[src/rtl/cpu6_ifetch_pkg.sv]
// Shared widths, NOP encoding and fetch FSM state encodings for the cpu6 instruction fetch unit.
package cpu6_ifetch_pkg;

  localparam int CPU6_XLEN = 32;
  localparam logic [CPU6_XLEN-1:0] CPU6_NOP = 32'h0000_0013;

  localparam logic [1:0] CPU6_IFSTATE_IDLE  = 2'd0;
  localparam logic [1:0] CPU6_IFSTATE_REQ   = 2'd1;
  localparam logic [1:0] CPU6_IFSTATE_WAIT  = 2'd2;
  localparam logic [1:0] CPU6_IFSTATE_DRAIN = 2'd3;

  typedef enum logic [1:0] {
    IFS_IDLE  = CPU6_IFSTATE_IDLE,
    IFS_REQ   = CPU6_IFSTATE_REQ,
    IFS_WAIT  = CPU6_IFSTATE_WAIT,
    IFS_DRAIN = CPU6_IFSTATE_DRAIN
  } ifstate_e;

endpackage

[src/rtl/cpu6_ifetch_buf.sv]
// One-entry fetch buffer {tag, data, valid}; only instantiated when CPU6_IFETCH_BUF_EN is defined.
module cpu6_ifetch_buf
  import cpu6_ifetch_pkg::*;
(
  input  logic                 clk,
  input  logic                 reset,
  input  logic [CPU6_XLEN-1:0] lookup_addr_i,
  output logic                 hit_o,
  output logic [CPU6_XLEN-1:0] data_o,
  input  logic                 wr_en_i,
  input  logic [CPU6_XLEN-1:0] wr_addr_i,
  input  logic [CPU6_XLEN-1:0] wr_data_i,
  input  logic                 inval_i
);

  logic [CPU6_XLEN-1:0] tag_q;
  logic [CPU6_XLEN-1:0] data_q;
  logic                 valid_q;

  always_ff @(posedge clk or negedge reset) begin
    if (!reset) begin
      tag_q   <= '0;
      data_q  <= CPU6_NOP;
      valid_q <= 1'b0;
    end else if (inval_i) begin
      valid_q <= 1'b0;
    end else if (wr_en_i) begin
      tag_q   <= wr_addr_i;
      data_q  <= wr_data_i;
      valid_q <= 1'b1;
    end
  end

  assign hit_o  = valid_q && (lookup_addr_i == tag_q);
  assign data_o = data_q;

endmodule

[src/rtl/cpu6_ifetch.sv]
// cpu6 instruction fetch unit: single-outstanding bus fetch FSM with flush draining.
// Optional one-entry hit buffer enabled by defining CPU6_IFETCH_BUF_EN.
//
// state | meaning
// IDLE  | sample fetchaddr: fault misaligned, serve buffer hit, or latch address
// REQ   | ibus_req held with addr_q until granted
// WAIT  | granted, waiting for the response
// DRAIN | flushed after grant, swallow one response
module cpu6_ifetch
  import cpu6_ifetch_pkg::*;
(
  input  logic                 clk,
  input  logic                 reset,
  input  logic [CPU6_XLEN-1:0] fetchaddr,
  input  logic                 flush,
  output logic [CPU6_XLEN-1:0] instr,
  output logic                 instr_valid,
  output logic                 stall,
  output logic                 fault,
  output logic                 ibus_req,
  output logic [CPU6_XLEN-1:0] ibus_addr,
  input  logic                 ibus_gnt,
  input  logic                 ibus_rvalid,
  input  logic [CPU6_XLEN-1:0] ibus_rdata,
  input  logic                 ibus_err
);

  ifstate_e             state_q, state_d;
  logic [CPU6_XLEN-1:0] addr_q, addr_d;
  logic [CPU6_XLEN-1:0] instr_q, instr_d;
  logic                 valid_q, valid_d;
  logic                 fault_q, fault_d;
  logic                 flush_seen_q, flush_seen_d;
  logic                 buf_hit;
  logic [CPU6_XLEN-1:0] buf_data;

`ifdef CPU6_IFETCH_BUF_EN
  logic buf_wr;
  logic buf_inval;

  assign buf_wr    = (state_q == IFS_WAIT) && ibus_rvalid && !flush && !ibus_err;
  assign buf_inval = ((state_q == IFS_WAIT) || (state_q == IFS_DRAIN)) && ibus_rvalid && ibus_err;

  cpu6_ifetch_buf u_buf (
    .clk           (clk),
    .reset         (reset),
    .lookup_addr_i (fetchaddr),
    .hit_o         (buf_hit),
    .data_o        (buf_data),
    .wr_en_i       (buf_wr),
    .wr_addr_i     (addr_q),
    .wr_data_i     (ibus_rdata),
    .inval_i       (buf_inval)
  );
`else
  assign buf_hit  = 1'b0;
  assign buf_data = CPU6_NOP;
`endif

  always_comb begin
    state_d      = state_q;
    addr_d       = addr_q;
    instr_d      = instr_q;
    valid_d      = 1'b0;
    fault_d      = 1'b0;
    flush_seen_d = flush_seen_q;
    case (state_q)
      IFS_IDLE: begin
        if (fetchaddr[1:0] != 2'b00) begin
          instr_d = CPU6_NOP;
          valid_d = 1'b1;
          fault_d = 1'b1;
        end else if (buf_hit) begin
          instr_d = buf_data;
          valid_d = 1'b1;
        end else begin
          addr_d       = fetchaddr;
          flush_seen_d = 1'b0;
          state_d      = IFS_REQ;
        end
      end
      IFS_REQ: begin
        // The request cannot be withdrawn, so a flush is remembered until the grant.
        if (flush) flush_seen_d = 1'b1;
        if (ibus_gnt) state_d = (flush_seen_q || flush) ? IFS_DRAIN : IFS_WAIT;
      end
      IFS_WAIT: begin
        if (ibus_rvalid) begin
          state_d = IFS_IDLE;
          if (!flush) begin
            instr_d = ibus_err ? CPU6_NOP : ibus_rdata;
            valid_d = 1'b1;
            fault_d = ibus_err;
          end
        end else if (flush) begin
          state_d = IFS_DRAIN;
        end
      end
      IFS_DRAIN: begin
        if (ibus_rvalid) state_d = IFS_IDLE;
      end
      default: state_d = IFS_IDLE;
    endcase
  end

  always_ff @(posedge clk or negedge reset) begin
    if (!reset) begin
      state_q      <= IFS_IDLE;
      addr_q       <= '0;
      instr_q      <= CPU6_NOP;
      valid_q      <= 1'b0;
      fault_q      <= 1'b0;
      flush_seen_q <= 1'b0;
    end else begin
      state_q      <= state_d;
      addr_q       <= addr_d;
      instr_q      <= instr_d;
      valid_q      <= valid_d;
      fault_q      <= fault_d;
      flush_seen_q <= flush_seen_d;
    end
  end

  assign instr       = instr_q;
  assign instr_valid = valid_q;
  assign stall       = ~valid_q;
  assign fault       = fault_q;
  assign ibus_req    = (state_q == IFS_REQ);
  assign ibus_addr   = addr_q;

endmodule
[config.mk]
export PLATFORM = sky130hd
export DESIGN_NAME = cpu6_ifetch
export DESIGN_NICKNAME = d
export VERILOG_FILES = /design/src/rtl/cpu6_ifetch_pkg.sv /design/src/rtl/cpu6_ifetch_buf.sv /design/src/rtl/cpu6_ifetch.sv
export SDC_FILE = /design/constraint.sdc
export NUM_CORES = 1
export LEC_CHECK = 0
export BUFFER_PORTS_ARGS = -buffer_cell sky130_fd_sc_hd__buf_2
export CORE_MARGIN = 2
export CORE_UTILIZATION = 30
export CTS_BUF_LIST = sky130_fd_sc_hd__clkbuf_16
export DETAILED_ROUTE_END_ITERATION = 16
export PLACE_DENSITY = 0.53
export REMOVE_ABC_BUFFERS = 1
export SLEW_MARGIN = 20
export SYNTH_ARGS = -nofsm -noshare
export SYNTH_HDL_FRONTEND = slang
export SYNTH_HIERARCHICAL = 1
export SYNTH_SLANG_ARGS = --single-unit
[constraint.sdc]
create_clock -name clk -period 2.3 [get_ports clk]
set_clock_uncertainty 0.05 [all_clocks]
set_input_delay 0.345 -clock clk [delete_from_list [all_inputs] [get_ports clk]]
set_output_delay 0.345 -clock clk [all_outputs]
set_load 0.005 [all_outputs]
==> tab_implementation.tex, run 1 <==
\begin{tabular}{lr}
\hline
Metric & Value \\
\hline
\multicolumn{2}{l}{\textbf{Detailed routing}} \\
\quad Drt total wl & 6.36 mm \\
\quad Routed wire per std cell & around 13 um \\
\quad Detailed-router iteration count before antenna repair & 4 \\
\quad Number of design rule violations left after detail routing & 0 \\
\quad Drt first-iter violations & 41 \\
\quad Residual antenna-violating net count after detailed routing & 0 \\
\quad DR vias/cell & a little over 4 \\
\quad Overall via count from detail\_route & roughly 2k \\
\multicolumn{2}{l}{\textbf{Power and ir drop}} \\
\quad Overall power consumption & 0.00470 W \\
\quad Power density cells & $\sim$1200 mW/mm2 \\
\quad Leakage power summed over all cells & between 2 and 2.5 nW \\
\quad Peak supply drop & around 0.54 mV \\
\multicolumn{2}{l}{\textbf{Setup path}} \\
\quad Reg2Reg Capture Point & instr[1] \\
\quad Capturing element type of the critical path & flip-flop \\
\quad Data arrival time of the critical path & between 1.5 and 2 ns \\
\quad Startpoint types & flip-flop \\
\quad Dominant delay contributor by cell family on the critical path & flip-flops \\
\quad Critical register-to-register path startpoint & state\_q[1] \\
\quad Critical path start-end classification & reg2reg \\
\quad Crit path largest cell delay & about 0.57 ns \\
\quad Worst endpoint required time & 2.49 ns \\
\quad Maximum fanout count along the critical path & 34 \\
\quad Critical-path cell list & nor3\_2 > a211oi\_4 > buf\_12 > mux2\_2 \\
\quad Count of buffer and inverter cells on the critical path & 1 \\
\quad Register-to-Register Path Depth & 4 \\
\quad Slowest stage cell on the critical path & sky130\_fd\_sc\_hd\_\_dfrtp\_1 \\
\quad Setup slack, reg-to-reg & between 0.5 and 0.6 ns \\
\multicolumn{2}{l}{\textbf{Clock network}} \\
\quad Depth of the CTS H-tree & 3 \\
\quad Number of sinks on the clock net & 69 \\
\quad CTS max path bufs & 2 \\
\quad TritonCTS clock tree & yes \\
\quad Post-CTS sizing & 0 \\
\quad Clock root buffer & sky130\_fd\_sc\_hd\_\_clkbuf\_16 \\
\quad Number of buffers created by CTS & 9 \\
\quad Clock network latency to the later pin of the worst-skew pair & $\sim$0.32 ns \\
\quad Clk pin slew, worst setup/hold paths & 0.05 ns \\
\multicolumn{2}{l}{\textbf{Yosys}} \\
\quad Async set or reset register ratio after synthesis & 1.00 \\
\quad Largest cells by area after synthesis & sky130\_fd\_sc\_hd\_\_dfrtp\_1 56\%, sky130\_fd\_sc\_hd\_\_mux2\_4 10\%, sky130\_fd\_sc\_hd\_\_mux2i\_1 9.8\% \\
\quad Top post-synthesis cells by count & 66 x sky130\_fd\_sc\_hd\_\_dfrtp\_1, 32 x sky130\_fd\_sc\_hd\_\_inv\_1, 30 x sky130\_fd\_sc\_hd\_\_nand2\_1, 29 x sky130\_fd\_sc\_hd\_\_mux2i\_1, 20 x sky130\_fd\_sc\_hd\_\_mux2\_4 \\
\quad Total of warnings raised by yosys & 6 \\
\quad Area share of the largest cell type after synthesis & 0.556 \\
\quad Proportion of synthesized chip area in sequential cells & 0.582 \\
\quad Most common cell in the synthesized netlist & sky130\_fd\_sc\_hd\_\_dfrtp\_1 \\
\quad Count of flip-flops with a built-in enable after synthesis & 0 \\
\quad Main flop type after synthesis & sky130\_fd\_sc\_hd\_\_dfrtp\_1 \\
\quad Count of different cell masters after synthesis & 24 \\
\quad Number of instances in the synthesized netlist & approximately 220 \\
\quad Leading area contributor after synthesis & sky130\_fd\_sc\_hd\_\_dfrtp\_1 \\
\quad Count of state elements after synthesis & 69 \\
\quad Mean instance size in the synthesized netlist & approximately 13 um2 \\
\quad Post-synthesis instance area & $\sim$0.0030 mm2 \\
\multicolumn{2}{l}{\textbf{Timing}} \\
\quad Worst-margin pin slew & 0.418 ns \\
\quad PnR worst setup slack & around 0.57 ns \\
\quad Number of failing setup endpoints in the final timing report & 0 \\
\quad Period minus WS final & 1.73 ns \\
\quad Worst hold slack & roughly 0.19 ns \\
\quad Number of endpoints with negative hold slack in the final report & 0 \\
\quad Maximum clock frequency & roughly 0.58 GHz \\
\quad Setup repair after global routing missed its margin & false \\
\quad Period utilization & 0.753 \\
\quad Worst rel slew slack & 0.722 \\
\quad Number of pins exceeding their max-slew limit in the final report & 0 \\
\quad Final TNS setup & 0 ns \\
\multicolumn{2}{l}{\textbf{Placement}} \\
\quad Worst slack after detailed placement & roughly 0.56 ns \\
\quad IO Port Bufs & 137 \\
\quad Sum of net half-perimeters after detailed placement & 4.54 mm \\
\quad Gp weighted congestion & 0.716 \\
\multicolumn{2}{l}{\textbf{Floorplanning}} \\
\quad Total die area & 0.0107 mm2 \\
\quad Die Wd & 104 um \\
\quad Num ports & approximately 140 \\
\quad Initial standard-cell utilization of the core & 0.307 \\
\quad Total core area & 0.00968 mm2 \\
\quad Number of rows created at floorplan & 36 \\
\quad Die Y & 104 um \\
\multicolumn{2}{l}{\textbf{Global route}} \\
\quad Number of global-route vias before repair & between 2k and 2.5k \\
\quad Overall global routing resource usage & 0.123 \\
\quad Global-route wire length before repair & between 10 and 15 mm \\
\quad Total overflow reported by the global router & 0 \\
\quad Initial antenna violation count & 0 \\
\quad Pin count of the biggest net entering global routing & 37 \\
\multicolumn{2}{l}{\textbf{Finish}} \\
\quad Number of diodes & 0 \\
\quad Total area of sequential cells & about 0.0017 mm2 \\
\quad Share of cells above drive strength 1 & 0.497 \\
\quad Number of nets in the layout & between 400 and 500 \\
\quad Fill cell instance count of the final layout & between 900 and 1k \\
\quad Area growth from synthesis to final layout & 36.7\% \\
\quad Area occupied by multi-input gates & 0.00102 mm2 \\
\multicolumn{2}{l}{\textbf{Worst hold path}} \\
\quad Hold endpoint & ibus\_addr[28] \\
\quad Worst hold path depth & 2 \\
\quad Min-delay src & fetchaddr[28] \\
\quad Class of the tightest hold or removal check & in2reg \\
\multicolumn{2}{l}{\textbf{Run}} \\
\quad Max-Cap Viols & 0 \\
\multicolumn{2}{l}{\textbf{Run status}} \\
\quad Result of the run & finished clean \\
\hline
\end{tabular}
-- through the flow --
step,instance area [um2],instances,utilization
2_1_floorplan,2870,213,-
3_3_place_gp,3800,488,0.392
3_5_place_dp,3800,488,0.392
4_1_cts,4060,505,0.420
5_1_grt,4060,505,0.420
6_report,4060,505,0.420
-- worst reg2reg max path, stage by stage (launching register included) --
cell and delay (ns):
sky130_fd_sc_hd__dfrtp_1 0.57, sky130_fd_sc_hd__nor3_2 0.12, sky130_fd_sc_hd__a211oi_4 0.26, sky130_fd_sc_hd__buf_12 0.27, sky130_fd_sc_hd__mux2_2 0.40
-- area by class of cell --
type	instances	share of cell area
clock inverters	7	0.00678
well taps	133	0.0410
flip-flops and latches	69	0.426
repair buffers	143	0.190
multi-input cells	112	0.252
inverters	32	0.0296
clock buffers	9	0.0554
-- report_power, final --
part	internal [W]	switching, W	total, W
combinational	0.000935	0.000667	0.00160
sequential	0.00166	0.000273	0.00193
clock	0.000703	0.000462	0.00117
total	0.00330	0.00140	0.00470
-- metal layers --
metal  share of wire  global-route usage  up-vias  wire [um]
met5               0                   0        -          0
met4           0.016              0.0492        0        101
met3            0.11              0.0554        9        705
met2            0.39               0.172      107       2480
met1            0.48               0.167      925       3070
li1                -                   -     1007          -
-- registers in the layout (all words and copies together), names as in the netlist --
name / flops
fault: 1
instr_valid: 1
state_q: 2
instr: 32
ibus_addr: 32
flush_seen_q: 1
-- kinds of logic after synthesis --
kind of cell	after synthesis	share of synthesized area
AND/OR/NAND/NOR	43	0.0741
multiplexers	62	0.248
flip-flops	69	0.582
buffers and inverters	43	0.0762
AO/OA/AOI/OAI	7	0.0198
-- timing repair --
item                      CTS  global route
buffers inserted            0             0
hold buffers                1             0
hold endpoints to repair   13             0
-- cell usage in the layout, fill, tap and decap left out, types with 2 or more instances in the layout --
cell type	netlist	routed
sky130_fd_sc_hd__mux2i_1	29	29
sky130_fd_sc_hd__dfrtp_1	66	66
sky130_fd_sc_hd__mux2_4	20	20
sky130_fd_sc_hd__mux2_1	7	7
sky130_fd_sc_hd__o21ai_0	3	3
sky130_fd_sc_hd__clkbuf_16	0	9
sky130_fd_sc_hd__mux2_2	6	6
sky130_fd_sc_hd__clkinv_1	0	3
sky130_fd_sc_hd__nor2b_1	3	3
sky130_fd_sc_hd__dfstp_2	3	3
sky130_fd_sc_hd__inv_1	32	35
sky130_fd_sc_hd__nand2_1	30	30
sky130_fd_sc_hd__nand2b_1	4	4
sky130_fd_sc_hd__buf_2	1	137
sky130_fd_sc_hd__buf_4	3	2
sky130_fd_sc_hd__buf_12	0	3
-- worst max-delay path by stage --
stage	cells after the start	end	from
final	4	instr[1]	state_q[1]
after global routing	4	instr[1]	state_q[1]
after CTS	4	instr[1]	state_q[1]
after detailed placement	4	instr[1]	state_q[1]
after global placement	4	instr[1]	state_q[1]
after floorplan	2	ibus_addr[2]	state_q[1]
No activity file was read; power rests on OpenSTA's default activity.
==> run 2: changes to the inputs <==
--- a/config.mk
+++ b/config.mk
@@ -10,7 +10,7 @@
 export CORE_UTILIZATION = 30
 export CTS_BUF_LIST = sky130_fd_sc_hd__clkbuf_16
 export DETAILED_ROUTE_END_ITERATION = 16
-export PLACE_DENSITY = 0.53
+export PLACE_DENSITY = 0.55
 export REMOVE_ABC_BUFFERS = 1
 export SLEW_MARGIN = 20
 export SYNTH_ARGS = -nofsm -noshare
==> constraint.sdc (replaced) <==
create_clock -name clk -period 1.5 [get_ports clk]
set_clock_uncertainty 0.05 [all_clocks]
set_input_delay 0.225 -clock clk [delete_from_list [all_inputs] [get_ports clk]]
set_output_delay 0.225 -clock clk [all_outputs]
set_load 0.005 [all_outputs]
==> tab_implementation.tex, run 2 (synthesis gave the netlist of run 1 again) <==
\begin{tabular}{lr}
\hline
Metric & Value \\
\hline
\multicolumn{2}{l}{\textbf{Run status}} \\
\quad Result of the run & complete, but fails checks \\
\quad Failing checks & negative setup slack \\
\multicolumn{2}{l}{\textbf{Timing}} \\
\quad Number of endpoints with negative hold slack in the final report & 0 \\
\quad Maximum clock frequency & approximately 0.66 GHz \\
\quad Worst-margin pin slew & about 0.4 ns \\
\quad Period utilization & 1.01 \\
\quad Number of pins exceeding their max-slew limit in the final report & 0 \\
\quad Period minus WS final & between 1.5 and 2 ns \\
\quad Worst rel slew slack & 0.736 \\
\quad Number of failing setup endpoints in the final timing report & 3 \\
\quad PnR worst setup slack & -0.00963 ns \\
\quad Setup repair after global routing missed its margin & true \\
\multicolumn{2}{l}{\textbf{Detailed routing}} \\
\quad Drt total wl & $\sim$6.4 mm \\
\quad Overall via count from detail\_route & approximately 2.1k \\
\quad Drt first-iter violations & 66 \\
\quad DR vias/cell & 4.11 \\
\quad Residual antenna-violating net count after detailed routing & 0 \\
\quad Detailed-router iteration count before antenna repair & 4 \\
\quad Routed wire per std cell & 12.2 um \\
\quad Number of design rule violations left after detail routing & 0 \\
\multicolumn{2}{l}{\textbf{Finish}} \\
\quad Finished Cell Area & $\sim$0.0043 mm2 \\
\quad Fill cell instance count of the final layout & approximately 930 \\
\quad Commonest non-fill, non-tap cells in the layout & 137 x sky130\_fd\_sc\_hd\_\_buf\_2, 66 x sky130\_fd\_sc\_hd\_\_dfrtp\_1, 34 x sky130\_fd\_sc\_hd\_\_inv\_1 \\
\quad Post-route insts no fill & around 520 \\
\quad Number of diodes & 0 \\
\quad Number of nets in the layout & $\sim$460 \\
\quad Share of cells above drive strength 1 & 0.544 \\
\quad Most common cell after layout, fill and taps aside & sky130\_fd\_sc\_hd\_\_buf\_2 \\
\quad Area growth from synthesis to final layout & 46.0\% \\
\multicolumn{2}{l}{\textbf{Global route}} \\
\quad Global-route wire length before repair & between 10 and 15 mm \\
\quad Total overflow reported by the global router & 0 \\
\quad Initial antenna violation count & 0 \\
\quad Pin count of the biggest net entering global routing & 70 \\
\quad Number of global-route vias before repair & 2261 \\
\quad Overall global routing resource usage & 0.122 \\
\multicolumn{2}{l}{\textbf{Placement}} \\
\quad Sum of net half-perimeters after detailed placement & about 4.5 mm \\
\quad Cell Count Post-Placement & approximately 500 \\
\quad Post-placement cell area & about 0.0039 mm2 \\
\quad Gp weighted congestion & between 0.6 and 0.7 \\
\quad IO Port Bufs & around 140 \\
\multicolumn{2}{l}{\textbf{Run}} \\
\quad Max-Cap Viols & 0 \\
\multicolumn{2}{l}{\textbf{Setup path}} \\
\quad Critical path start-end classification & reg2reg \\
\quad Capturing element type of the critical path & flip-flop \\
\quad Crit path largest cell delay & a little over 0.4 ns \\
\quad Data arrival time of the critical path & about 1.7 ns \\
\quad Worst endpoint required time & 1.66 ns \\
\quad Maximum fanout count along the critical path & 12 \\
\quad Startpoint types & flip-flop \\
\quad Slowest stage cell on the critical path & sky130\_fd\_sc\_hd\_\_dfrtp\_1 \\
\quad Critical-path cell list & nor4\_4 > buf\_6 > buf\_12 > mux2\_2 \\
\multicolumn{2}{l}{\textbf{Floorplanning}} \\
\quad Total core area & 0.00968 mm2 \\
\quad Total die area & around 0.011 mm2 \\
\quad Num ports & $\sim$140 \\
\quad Die Wd & 104 um \\
\quad Initial standard-cell utilization of the core & 0.307 \\
\quad Number of rows created at floorplan & 36 \\
\quad Die Y & roughly 100 um \\
\multicolumn{2}{l}{\textbf{Worst hold path}} \\
\quad Class of the tightest hold or removal check & in2reg \\
\multicolumn{2}{l}{\textbf{Clock network}} \\
\quad TritonCTS clock tree & yes \\
\quad CTS max path bufs & 2 \\
\quad Clk pin slew, worst setup/hold paths & roughly 0.06 ns \\
\quad Number of sinks on the clock net & between 60 and 70 \\
\quad Depth of the CTS H-tree & 3 \\
\quad Number of buffers created by CTS & 9 \\
\quad Clock root buffer & sky130\_fd\_sc\_hd\_\_clkbuf\_16 \\
\quad Clock network latency to the later pin of the worst-skew pair & roughly 0.32 ns \\
\multicolumn{2}{l}{\textbf{Power and ir drop}} \\
\quad Peak supply drop & 0.938 mV \\
\quad Leakage power summed over all cells & approximately 2.2 nW \\
\quad Power density cells & about 1800 mW/mm2 \\
\hline
\end{tabular}
==> run 2: cell types whose count changed in the layout (fill, tap and decap cells not counted), moves of 2 or more <==
cell / before / now
sky130_fd_sc_hd__buf_12: 3 / 6
sky130_fd_sc_hd__buf_4: 2 / 11
sky130_fd_sc_hd__buf_6: 0 / 5
sky130_fd_sc_hd__clkinv_1: 3 / 1
sky130_fd_sc_hd__mux2_1: 7 / 2
sky130_fd_sc_hd__mux2_2: 6 / 4
sky130_fd_sc_hd__mux2_4: 20 / 27
==> run 2: metrics by stage <==
stage / utilization / setup TNS (ns) / hold WS (ns) / setup slack (ns) / total power, W
2_1_floorplan: - / -62.27 / -0.121 / -1.16 / 0.00436
3_3_place_gp: 0.403 / -0.463 / 0.233 / -0.0507 / 0.00569
3_5_place_dp: 0.403 / -1.41 / 0.243 / -0.0711 / 0.00573
4_1_cts: 0.442 / -0.0640 / 0.0561 / -0.0192 / 0.00794
5_1_grt: 0.448 / -1.66 / 0.0712 / -0.0665 / 0.00848
6_report: 0.448 / -0.0232 / 0.0722 / -0.00963 / 0.00796
==> run 2: report_power, final <==
part | leakage [nW] | internal [W] | total [W] | switching (W)
sequential | 0.878 | 0.00254 | 0.00289 | 0.000349
clock | 0.145 | 0.00126 | 0.00199 | 0.000731
combinational | 1.19 | 0.00191 | 0.00307 | 0.00117
total | 2.21 | 0.00571 | 0.00796 | 0.00225
==> run 2: path summary, 6_finish.rpt <==
kind | start | endpoint | slack (ns) | cells past startpoint
setup reg to reg | state_q[0] | ibus_addr[3] | -0.01 | 4
hold / removal | fetchaddr[24] | ibus_addr[24] | 0.07 | 2
hold reg to reg | ibus_addr[26] | ibus_addr[26] | 0.44 | 1
min in group asynchronous | reset | instr[9] | 0.40 | 3
setup / recovery | state_q[0] | ibus_addr[3] | -0.01 | 4
max in group asynchronous | reset | instr[1] | 0.63 | 3
==> run 2: worst max-delay path: cells and delay by family (launching register included) <==
kind / cells / cell delay (ns)
buffers and inverters: 2 / 0.33
DFF: 1 / 0.41
and+or+nand+nor: 1 / 0.27
muxes: 1 / 0.33
==> run 2: what timing repair did <==
item,CTS,global route
setup endpoints to repair,58,58
gates resized for setup,9,9
buffers inserted,3,3
endpoints found under the hold margin,66,0
gates cloned,1,0
hold buffers,1,0
pin swaps,1,0
==> run 2: final cells by class <==
| type | instances | area, um2 | share of cell area |
|---|---|---|---|
| inverter | 32 | 120 | 0.0277 |
| multi-input combinational | 112 | 1060 | 0.243 |
| timing repair buffer | 161 | 982 | 0.226 |
| sequential | 69 | 1730 | 0.399 |
| clock buffer | 9 | 225 | 0.0519 |
| clock inverter | 7 | 58.8 | 0.0136 |
| tap | 133 | 166 | 0.0384 |
==> run 2: routing by layer <==
layer  up-vias  share of wire  routed length (um)  global-route usage
li1       1041              -                   -                   -
met1      1013           0.44                2830               0.154
met2        86           0.47                2980               0.196
met3         7          0.077                 490              0.0390
met4         0         0.0099                  63              0.0492
met5         -              0                   0                   0
==> run 3: changes to the inputs <==
--- a/config.mk
+++ b/config.mk
@@ -5,12 +5,13 @@
 export SDC_FILE = /design/constraint.sdc
 export NUM_CORES = 1
 export LEC_CHECK = 0
+export ABC_AREA = 1
 export BUFFER_PORTS_ARGS = -buffer_cell sky130_fd_sc_hd__buf_2
 export CORE_MARGIN = 2
 export CORE_UTILIZATION = 30
 export CTS_BUF_LIST = sky130_fd_sc_hd__clkbuf_16
 export DETAILED_ROUTE_END_ITERATION = 16
-export PLACE_DENSITY = 0.55
+export PLACE_DENSITY = 0.54
 export REMOVE_ABC_BUFFERS = 1
 export SLEW_MARGIN = 20
 export SYNTH_ARGS = -nofsm -noshare
==> tab_implementation.tex, run 3 <==
\begin{tabular}{lr}
\hline
Metric & Value \\
\hline
\multicolumn{2}{l}{\textbf{Finish}} \\
\quad Share of cells above drive strength 1 & 0.345 \\
\quad Final core occ & 0.433 \\
\quad Commonest non-fill, non-tap cells in the layout & 170 x sky130\_fd\_sc\_hd\_\_nand2\_1, 137 x sky130\_fd\_sc\_hd\_\_buf\_2, 65 x sky130\_fd\_sc\_hd\_\_dfrtp\_1 \\
\quad Area occupied by multi-input gates & about 0.0010 mm2 \\
\quad Total area of sequential cells & $\sim$0.0017 mm2 \\
\quad Area growth from synthesis to final layout & 39.2\% \\
\quad Most common cell after layout, fill and taps aside & sky130\_fd\_sc\_hd\_\_nand2\_1 \\
\quad Number of nets in the layout & 592 \\
\quad Number of diodes & 0 \\
\quad Fill cell instance count of the final layout & about 1.0k \\
\quad Post-route insts no fill & between 600 and 700 \\
\multicolumn{2}{l}{\textbf{Floorplanning}} \\
\quad Total die area & 0.0110 mm2 \\
\quad Num ports & around 140 \\
\quad Number of rows created at floorplan & 36 \\
\quad Total core area & between 0.009 and 0.01 mm2 \\
\quad Die Y & 105 um \\
\quad Initial standard-cell utilization of the core & 0.311 \\
\quad Die Wd & $\sim$100 um \\
\multicolumn{2}{l}{\textbf{Run}} \\
\quad Max-Cap Viols & 0 \\
\multicolumn{2}{l}{\textbf{Detailed routing}} \\
\quad Routed wire per std cell & 12.1 um \\
\quad DR vias/cell & 4.25 \\
\quad Detailed-router iteration count before antenna repair & 5 \\
\quad Drt first-iter violations & 172 \\
\quad Residual antenna-violating net count after detailed routing & 0 \\
\quad Number of design rule violations left after detail routing & 0 \\
\quad Overall via count from detail\_route & roughly 2.8k \\
\quad Drt total wl & between 7 and 8 mm \\
\multicolumn{2}{l}{\textbf{Power and ir drop}} \\
\quad Clock group share of total power & 0.273 \\
\quad Internal Dissipation & 0.00493 W \\
\quad Overall power consumption & approximately 0.0075 W \\
\quad Power density cells & 1760 mW/mm2 \\
\quad Relative contribution of sequential cells to total power & 0.391 \\
\quad Switching pwr & 0.00254 W \\
\quad Peak supply drop & around 0.68 mV \\
\quad Leakage power summed over all cells & about 2.6 nW \\
\quad Sw Ratio & 0.341 \\
\quad Logic gate share of total power & 0.337 \\
\multicolumn{2}{l}{\textbf{Yosys}} \\
\quad Async set or reset register ratio after synthesis & 1.00 \\
\quad Number of instances in the synthesized netlist & approximately 380 \\
\quad Mean instance size in the synthesized netlist & between 7 and 8 um2 \\
\quad Area share of the largest cell type after synthesis & 0.541 \\
\quad Total of warnings raised by yosys & 6 \\
\quad Proportion of synthesized chip area in sequential cells & 0.567 \\
\quad Most common cell in the synthesized netlist & sky130\_fd\_sc\_hd\_\_nand2\_1 \\
\quad Top post-synthesis cells by count & 170 x sky130\_fd\_sc\_hd\_\_nand2\_1, 66 x sky130\_fd\_sc\_hd\_\_dfrtp\_1, 41 x sky130\_fd\_sc\_hd\_\_inv\_1, 35 x sky130\_fd\_sc\_hd\_\_nand3\_1, 28 x sky130\_fd\_sc\_hd\_\_nor2\_1 \\
\quad Leading area contributor after synthesis & sky130\_fd\_sc\_hd\_\_dfrtp\_1 \\
\quad Count of state elements after synthesis & 69 \\
\quad Count of flip-flops with a built-in enable after synthesis & 0 \\
\quad Post-synthesis instance area & approximately 0.0031 mm2 \\
\quad Largest cells by area after synthesis & sky130\_fd\_sc\_hd\_\_dfrtp\_1 54\%, sky130\_fd\_sc\_hd\_\_nand2\_1 21\%, sky130\_fd\_sc\_hd\_\_nand3\_1 5.7\% \\
\quad Count of different cell masters after synthesis & 16 \\
\quad Main flop type after synthesis & sky130\_fd\_sc\_hd\_\_dfrtp\_1 \\
\multicolumn{2}{l}{\textbf{Setup path}} \\
\quad Capturing element type of the critical path & primary output \\
\quad Critical path start-end classification & reg2out \\
\quad Maximum fanout count along the critical path & 5 \\
\quad Register-to-Register Path Depth & 6 \\
\quad Worst endpoint required time & approximately 1.2 ns \\
\quad Slowest stage cell on the critical path & sky130\_fd\_sc\_hd\_\_dfrtp\_2 \\
\quad Critical-path cell list & inv\_1 > nor2\_1 > buf\_2 \\
\quad Startpoint types & flip-flop \\
\quad Data arrival time of the critical path & roughly 1.1 ns \\
\quad Crit path largest cell delay & $\sim$0.41 ns \\
\multicolumn{2}{l}{\textbf{Global route}} \\
\quad Overall global routing resource usage & 0.148 \\
\quad Pin count of the biggest net entering global routing & 70 \\
\quad Number of global-route vias before repair & between 2k and 3k \\
\quad Initial antenna violation count & 0 \\
\quad Total overflow reported by the global router & 0 \\
\quad Global-route wire length before repair & 13.1 mm \\
\multicolumn{2}{l}{\textbf{Placement}} \\
\quad Sum of net half-perimeters after detailed placement & between 5 and 6 mm \\
\quad Worst slack after detailed placement & approximately 0.15 ns \\
\quad IO Port Bufs & about 140 \\
\quad Cell Count Post-Placement & around 640 \\
\quad Gp weighted congestion & approximately 0.77 \\
\multicolumn{2}{l}{\textbf{Clock network}} \\
\quad Number of buffers created by CTS & 9 \\
\quad Clock root buffer & sky130\_fd\_sc\_hd\_\_clkbuf\_16 \\
\quad TritonCTS clock tree & yes \\
\quad Depth of the CTS H-tree & 3 \\
\quad Number of sinks on the clock net & between 60 and 70 \\
\quad CTS max path bufs & 2 \\
\quad Clock network latency to the later pin of the worst-skew pair & roughly 0.32 ns \\
\quad Clk pin slew, worst setup/hold paths & around 0.060 ns \\
\quad Post-CTS setup repair buffer count & 0 \\
\multicolumn{2}{l}{\textbf{Timing}} \\
\quad Maximum clock frequency & 0.733 GHz \\
\quad Final TNS setup & 0 ns \\
\quad Period minus WS final & around 1.4 ns \\
\quad PnR worst setup slack & about 0.14 ns \\
\quad Worst-margin pin slew & about 0.38 ns \\
\quad Number of pins exceeding their max-slew limit in the final report & 0 \\
\quad Period utilization & 0.910 \\
\quad Worst rel slew slack & 0.746 \\
\quad Number of failing setup endpoints in the final timing report & 0 \\
\quad Setup repair after global routing missed its margin & false \\
\quad Number of endpoints with negative hold slack in the final report & 0 \\
\multicolumn{2}{l}{\textbf{Worst hold path}} \\
\quad Class of the tightest hold or removal check & in2reg \\
\quad Worst hold path depth & 3 \\
\multicolumn{2}{l}{\textbf{Run status}} \\
\quad Result of the run & finished clean \\
\hline
\end{tabular}
==> run 3: cell types whose count changed in the layout (fill, tap and decap cells not counted), sizes merged, moves of 2 or more <==
cell,before,now
nand3,0,36
nand2,30,173
buf,160,146
mux2i,29,0
nand2b,4,0
mux2,33,0
nor2,1,39
clkinvlp,1,3
inv,34,43
nor2b,3,0
nor3,2,0
==> run 3: critical path: cells and delay by family (launching register included) <==
kind	cells	cell delay (ns)
simple gates	1	0.14
flops	1	0.41
buf+inv	2	0.22
==> run 3: stage by stage <==
stage               cell area (um2)  hold slack (ns)
finish                         4250           0.0491
global route                   4250           0.0462
CTS                            4250           0.0433
detailed placement             3950            0.235
global placement               3950            0.238
floorplan                      2940           -0.121
==> run 3: routing by layer <==
layer  GRT usage  routed length (um)  vias up
li1            -                   -     1417
met1       0.203                3780     1272
met3      0.0449                 630        4
met2       0.225                3520      109
met5           0                   0        -
met4      0.0457                  57        0
==> run 3: path summary, 6_finish.rpt <==
kind	startpoint	end	slack (ns)
setup reg to reg	state_q[0]	instr[20]	0.18
max in group asynchronous	reset	instr[0]	0.65
hold / removal	fetchaddr[17]	ibus_addr[17]	0.05
setup / recovery	state_q[0]	ibus_req	0.14
min in group asynchronous	reset	ibus_addr[10]	0.40
hold reg to reg	ibus_addr[3]	ibus_addr[3]	0.42
==> run 3: timing repair <==
item                                    CTS  global route
resized for setup                         0             1
endpoints found under the setup margin    0             1
hold buffers                              1             0
endpoints found under the hold margin    66             0
==> run 3: cell families (layout without fill, tap and decap cells) <==
group | after synthesis | after routing | share of synthesized area
buffers and inverters | 61 | 206 | 0.0901
AND/OR/NAND/NOR | 248 | 248 | 0.337
AO/OA/AOI/OAI | 4 | 4 | 0.00655
flip-flops | 69 | 69 | 0.567
==> run 3: layout make-up <==
cell class | count | share of cell area
sequential | 69 | 0.407
timing repair buffer | 147 | 0.200
clock inverter | 7 | 0.0156
inverter | 43 | 0.0380
clock buffer | 9 | 0.0530
multi-input combinational | 252 | 0.247
tap | 133 | 0.0392
==> run 3: power by group through the flow <==
stage          Sequential [W]  Combinational (W)  Clock [W]
2_1_floorplan         0.00297            0.00111          0
3_3_place_gp          0.00293            0.00250          0
3_5_place_dp          0.00293            0.00256          0
4_1_cts               0.00291            0.00256    0.00210
5_1_grt               0.00300            0.00282    0.00220
6_report              0.00292            0.00251    0.00204
